===== config.mk =====
export PLATFORM = sky130hd
export DESIGN_NAME = demux_stream_1ton
export DESIGN_NICKNAME = d
export VERILOG_FILES = /design/src/rtl/demux_stream_1ton.sv
export SDC_FILE = /design/constraint.sdc
export NUM_CORES = 1
export LEC_CHECK = 0
export BUFFER_PORTS_ARGS = -buffer_cell sky130_fd_sc_hd__buf_4
export CAP_MARGIN = 40
export CORE_ASPECT_RATIO = 0.5
export CORE_MARGIN = 4
export CORE_UTILIZATION = 50
export DETAILED_ROUTE_END_ITERATION = 7
export PLACE_DENSITY_LB_ADDON = 0.15
export REMOVE_ABC_BUFFERS = 1
export SLEW_MARGIN = 30
export SYNTH_ARGS = -nofsm -noshare
export SYNTH_HDL_FRONTEND = slang
export SYNTH_SLANG_ARGS = --single-unit

===== constraint.sdc =====
create_clock -name clk -period 5.3 [get_ports clk]
set_clock_uncertainty 0.15 [all_clocks]
set_input_delay 1.06 -clock clk [delete_from_list [all_inputs] [get_ports clk]]
set_output_delay 1.06 -clock clk [all_outputs]
set_load 0.01 [all_outputs]

===== src/rtl/demux_stream_1ton.sv =====
// demux_stream_1ton
// Registered, flow-controlled 1-to-N demultiplexer. Each accepted input word
// is written into the one-entry holding register of the channel chosen by
// Selector and becomes visible one cycle later. Each channel has its own
// valid/ready pair, so a stalled channel never blocks words for other
// channels. Words with an out-of-range Selector are consumed and discarded,
// and are recorded in a sticky error flag and a saturating drop counter.
//
// Ports:
//   clk          rising-edge clock
//   reset        synchronous, active-high reset
//   Demux_Input  data word to route
//   Selector     destination channel index, sampled with Demux_Input
//   in_valid     Demux_Input/Selector are valid
//   in_ready     the presented word can be accepted this cycle
//   Dataout      flattened channel data, channel k at [k*DATA_LENGTH +: DATA_LENGTH]
//   out_valid    bit k: channel k holds a word
//   out_ready    bit k: consumer of channel k takes the word this cycle
//   sel_error    sticky flag, set when an out-of-range Selector is accepted
//   drop_count   saturating count of discarded out-of-range words
module demux_stream_1ton #(
    parameter int DATA_LENGTH = 32,
    parameter int NUM_OUTPUTS = 4,
    parameter int SEL_WIDTH   = 2,
    parameter int ZERO_IDLE   = 1
) (
    input  logic                               clk,
    input  logic                               reset,
    input  logic [DATA_LENGTH-1:0]             Demux_Input,
    input  logic [SEL_WIDTH-1:0]               Selector,
    input  logic                               in_valid,
    output logic                               in_ready,
    output logic [DATA_LENGTH*NUM_OUTPUTS-1:0] Dataout,
    output logic [NUM_OUTPUTS-1:0]             out_valid,
    input  logic [NUM_OUTPUTS-1:0]             out_ready,
    output logic                               sel_error,
    output logic [15:0]                        drop_count
);

    // When every Selector code names a real channel there is nothing to drop.
    localparam bit                 SEL_FULL  = (NUM_OUTPUTS == (2 ** SEL_WIDTH));
    localparam logic [SEL_WIDTH:0] SEL_LIMIT = (SEL_WIDTH + 1)'(NUM_OUTPUTS);

    logic [NUM_OUTPUTS-1:0] full;
    logic [DATA_LENGTH-1:0] data_q [NUM_OUTPUTS];
    logic                   sel_ok;
    logic                   sel_free;
    logic                   accept;
    logic [NUM_OUTPUTS-1:0] fill;

    // Readiness looks only at the addressed channel. A channel counts as free
    // when it is empty or is being drained this cycle, which lets a channel
    // stream one word per cycle. The channel is found by comparison rather
    // than by indexing so an out-of-range Selector never indexes past the
    // array.
    always_comb begin
        sel_ok   = SEL_FULL ? 1'b1 : ({1'b0, Selector} < SEL_LIMIT);
        sel_free = 1'b0;
        fill     = '0;
        for (int k = 0; k < NUM_OUTPUTS; k++) begin
            if (Selector == SEL_WIDTH'(k)) begin
                sel_free = !full[k] || out_ready[k];
            end
        end
        in_ready = !reset && (!sel_ok || sel_free);
        accept   = in_valid && in_ready;
        for (int k = 0; k < NUM_OUTPUTS; k++) begin
            fill[k] = accept && sel_ok && (Selector == SEL_WIDTH'(k));
        end
    end

    // Channel holding registers. A refill takes priority over a drain so a
    // channel drained and refilled in the same cycle stays full with the new
    // word.
    always_ff @(posedge clk) begin
        if (reset) begin
            full <= '0;
            for (int k = 0; k < NUM_OUTPUTS; k++) begin
                data_q[k] <= '0;
            end
        end else begin
            for (int k = 0; k < NUM_OUTPUTS; k++) begin
                if (fill[k]) begin
                    full[k]   <= 1'b1;
                    data_q[k] <= Demux_Input;
                end else if (out_ready[k]) begin
                    full[k] <= 1'b0;
                end
            end
        end
    end

    assign out_valid = full;

    // With ZERO_IDLE the lanes of an empty channel read zero; otherwise each
    // lane shows whatever word it last held.
    genvar g;
    generate
        for (g = 0; g < NUM_OUTPUTS; g++) begin : g_lane
            if (ZERO_IDLE != 0) begin : g_zero
                assign Dataout[g*DATA_LENGTH +: DATA_LENGTH] = full[g] ? data_q[g] : '0;
            end else begin : g_hold
                assign Dataout[g*DATA_LENGTH +: DATA_LENGTH] = data_q[g];
            end
        end
    endgenerate

    // Out-of-range accounting. Only reset clears the flag and the counter;
    // the counter sticks at its maximum instead of wrapping.
    generate
        if (SEL_FULL) begin : g_no_err
            assign sel_error  = 1'b0;
            assign drop_count = '0;
        end else begin : g_err
            always_ff @(posedge clk) begin
                if (reset) begin
                    sel_error  <= 1'b0;
                    drop_count <= '0;
                end else if (accept && !sel_ok) begin
                    sel_error <= 1'b1;
                    if (drop_count != 16'hFFFF) begin
                        drop_count <= drop_count + 16'd1;
                    end
                end
            end
        end
    endgenerate

endmodule

# Word-level counts from Yosys, hierarchy flattened
# Memory sizes are Yosys's and may differ from the RTL's.
# Cells that the tools add are included.
[classes] n_eq_ne=3 muxes=34 bitwise=4 n_reduce_logical=20
[ops] cell="32-bit two-way mux" n=8
[ops] cell="1-bit two-way mux" n=26
[ops] cell="2-bit nonzero test" n=4
[ops] cell="1-bit logical AND" n=6
[ops] cell="1-bit logical NOT" n=5
[ops] cell="2-bit equality test (second input constant)" n=2
[ops] cell="1-bit logical OR" n=4
[ops] cell="1-bit bitwise OR" n=4
[ops] cell="2-bit by 1-bit equality test with 1-bit output (second input constant)" n=1
[ops] cell="2-bit logical NOT" n=1
[word_totals] register_bits=4 ram_bits=128 in_bits=41 output_inout_bits=150 mem_count=1
[mem_list] memory="data_q" words=4 word_bits=32 rd=4 rd_ports_with_merged_regs=0 write_ports=4 line_no="45" rtl="logic [DATA_LENGTH-1:0] data_q [NUM_OUTPUTS];"

# Depth between registers and ports, before layout
[logic_depth] word_depth=13 mapped_depth=5

# Least setup slack after synthesis
# Ideal clock, no wire load.
[synth_path] kind="input port to output port" from="in Selector[0]" to="out in_ready" arrival_time_ps=2096 required_ps=4090 setup_slack_ps=1994 path_stages=4 n_path_buf=1 cell_sequence="buf_2 -> or3b_2 -> a21oi_1 -> a2111oi_0"
[synth_via] elab_chain_cells=6 elab_cells_between_ends=9 classes_between="3 x eq/ne; 4 x mux; 2 x reduce/logical"
[synth_rtl] item="from (decl)" line_no="30" rtl="input logic [SEL_WIDTH-1:0] Selector,"
[synth_rtl] item="2-bit logical NOT" line_no="61" rtl="if (Selector == SEL_WIDTH'(k)) begin"
[synth_rtl] item="1-bit two-way mux (3 in series)" line_no="61"
[synth_rtl] item="1-bit two-way mux (*)" line_no="61"
[synth_rtl] item="1-bit logical AND (*)" line_no="65" rtl="in_ready = !reset && (!sel_ok || sel_free);"
[synth_rtl] item="to (decl)" line_no="32" rtl="output logic in_ready,"
# Mark *: on every way between the ends. The rest lies on a longest branch, timed or not.

# Worst setup path after layout
# Same ends and word-level chain as after synthesis.

==> results.py <==
metrics = {
    "synth": {
        "ys_ff_latch": 132,
        "synth_top_area_cell": "edfxtp_1",
        "ys_top_cells_by_area": "edfxtp_1 64%, and2_1 27%, buf_4 2.1%, dfxtp_1 1.3%, clkbuf_1 1.3%",
        "ys_warn_count": 0,
        "synth_cells": 458,
        "seq_area_frac_synth_pct": 65.7,
        "avgSynthCellArea_um2": 13.0,
        "synth.distinct_cells": 26,
        "synth_area_mm2": 0.00597,
        "synth_top_area_share_pct": 64.3,
    },
    "job": {
        "drv_cap": 0,
    },
    "sta": {
        "fin_crit_sh_pct": 62.5,
        "worst_slack_ps": 1990,
        "fmax_mhz": 302,
        "whs_ps": 713,
        "tightest_slew_ps": 789,
        "setup_tns_ps": 0,
        "hold_violations": 0,
        "setup_viol_count_final": 0,
        "period_needed_ps": 3310,
        "rsz0062_at_grt": "no",
        "slew_viol_final": 0,
        "max_slew_margin_pct": 47.4,
    },
    "global_routing": {
        "grt-ovfl-total": 0,
        "first_global_vias": 3969,
        "grt_usage_pct": 20.5,
        "grt_max_degree": 36,
        "grt_pass1_wl_mm": 21.5,
        "antenna_found_initial": 0,
    },
    "setup_path": {
        "path_common_cell": "buf_4",
        "worst_ep_required_time_ps": 4090,
        "criticalPathCategory": "in2out",
        "path_cells": "buf_4, or3b_2, a21oi_1, a2111oi_0, buf_4",
        "critPathLaunch": "Selector[0]",
        "timing.rr.start": "out_valid[2]",
        "cp.arrival_ps": 2100,
        "crit_path_end_kind": "output port",
        "cpMaxStageDelayCell": "or3b_2",
        "crit_path_start_kind": "input pin",
        "slowest_delay_ps": 470,
        "cp_max_fo": 9,
    },
    "cells_and_area": {
        "drive_above_1_share_pct": 34.9,
        "layout_commonest_cell": "and2_1",
        "fill_cells": 819,
        "post-route-cell-area_mm2": 0.00805,
        "fin_cells": 803,
        "layout_common_cells": "256 x and2_1, 177 x buf_4, 128 x edfxtp_1",
        "fin_util_pct": 71.2,
        "synthToLayoutAreaGrowth_pct": 34.8,
        "diodes": 0,
        "final_nets": 672,
    },
    "clock_tree": {
        "htreeDepth": 4,
        "clkSlewWorstSetupHoldPaths_ps": 50,
        "cts_tree": "built",
        "insertion_delay_ps": 410,
        "cts_buffers": 17,
        "cts-resized-gates": 0,
        "clock_sinks": 132,
        "hold_buffers": 0,
        "root_buffer": "clkbuf_16",
        "ctsLongestPathBuffers": 2,
        "post_cts_buffers": 0,
    },
    "pwr": {
        "p_comb_share_pct": 5.3,
        "p_leak_nw": 3.55,
        "p_total_mw": 2.56,
        "power.density_mw_per_mm2": 317,
        "peakVddDrop_mv": 0.241,
        "switchingPower_mw": 0.527,
        "seq_power_share_pct": 47.2,
        "swShare_pct": 20.6,
        "p_clk_share_pct": 47.5,
        "p_int_mw": 2.03,
    },
    "drt": {
        "drc": 0,
        "viasPerCell": 4.78,
        "vias": 3842,
        "ant_nets": 0,
        "drtPass1Iterations": 5,
        "wire_per_inst_um": 17.3,
        "wirelength_mm": 13.9,
        "drt-initial-drc-count": 220,
    },
    "floorplanning": {
        "io_pins": 191,
        "die_w_um": 163,
        "die-area_mm2": 0.0139,
        "num_rows": 27,
        "start_util_pct": 52.8,
        "die_h_um": 85.3,
        "core_area_mm2": 0.0113,
    },
    "placement": {
        "pre_cts_slack_ps": 1980,
        "place_hpwl_mm": 8.95,
        "dp.cells": 768,
        "gp_congestion": 0.751,
        "placed_area_mm2": 0.00736,
        "portBuffers": 173,
    },
    "hold_path": {
        "hp-class": "reg2reg",
        "min-delay-start": "out_valid[3]",
    },
    "run_status": {
        "status": "finished clean",
    },
}
[worst paths after layout]
| kind | cells past startpoint | endpoint | slack, ps |
|---|---|---|---|
| setup / recovery | 5 | in_ready | 1990 |
| hold / removal | 2 | out_valid[3] | 710 |
| setup reg to reg | 5 | data_q[2][5] | 2700 |
| hold reg to reg | 2 | out_valid[3] | 710 |
[critical path, delay by kind of cell]
| family | cells | cell delay, ps |
|---|---|---|
| AND/OR/NAND/NOR | 1 | 470 |
| buffers and inverters | 2 | 340 |
| AO/OA/AOI/OAI | 2 | 230 |
[power groups by stage]
stage	combinational (mW)	clock [mW]	sequential, mW
global route	0.149	1.28	1.21
CTS	0.128	1.23	1.21
detailed placement	0.128	0	1.23
global placement	0.124	0	1.23
floorplan	0.0556	0	1.22
finish	0.136	1.21	1.21
[kinds of logic after synthesis]
family | count (synthesis) | share of synthesized area [%]
buffers and inverters | 43 | 3.85
other | 1 | 0.0628
AND/OR/NAND/NOR | 276 | 29.7
flip-flops | 132 | 65.7
AO/OA/AOI/OAI | 6 | 0.754
[cells in the mapped netlist]
cell type	n
a2111oi_0	1
a21oi_1	2
a31oi_1	1
and2_1	256
buf_2	1
buf_4	17
clkbuf_1	21
clkbuf_2	3
conb_1	1
dfxtp_1	4
edfxtp_1	128
inv_2	1
nand2_1	1
nand2b_1	1
nand2b_4	1
nand3_1	1
nand3b_1	1
nor2_1	3
nor2b_1	3
nor3b_2	1
nor4_2	1
nor4_4	1
nor4b_4	1
o21ba_2	2
or2_2	4
or3b_2	1
[routing by layer]
metal / wire, um / track usage (%) / part of all wire, %
met4: 172 / 6.93 / 1.2
met1: 5880 / 25.7 / 42
met3: 978 / 5.19 / 7.0
met5: 0 / 0 / 0
met2: 6900 / 35.1 / 50
[flip-flops by register name, summed over array words and instances (netlist names)]
name	cells
out_valid	4
data_q	128
[cell type report]
| type | count | area (um2) | share of cell area, % |
|---|---|---|---|
| Clock buffer | 17 | 425 | 5.28 |
| Clock inverter | 15 | 189 | 2.35 |
| Inverter | 1 | 3.75 | 0.0466 |
| Multi-Input combinational cell | 299 | 1900 | 23.5 |
| Sequential cell | 132 | 3930 | 48.8 |
| Tap cell | 159 | 199 | 2.47 |
| Timing Repair Buffer | 180 | 1410 | 17.5 |
(Power assumes the default switching activity.)
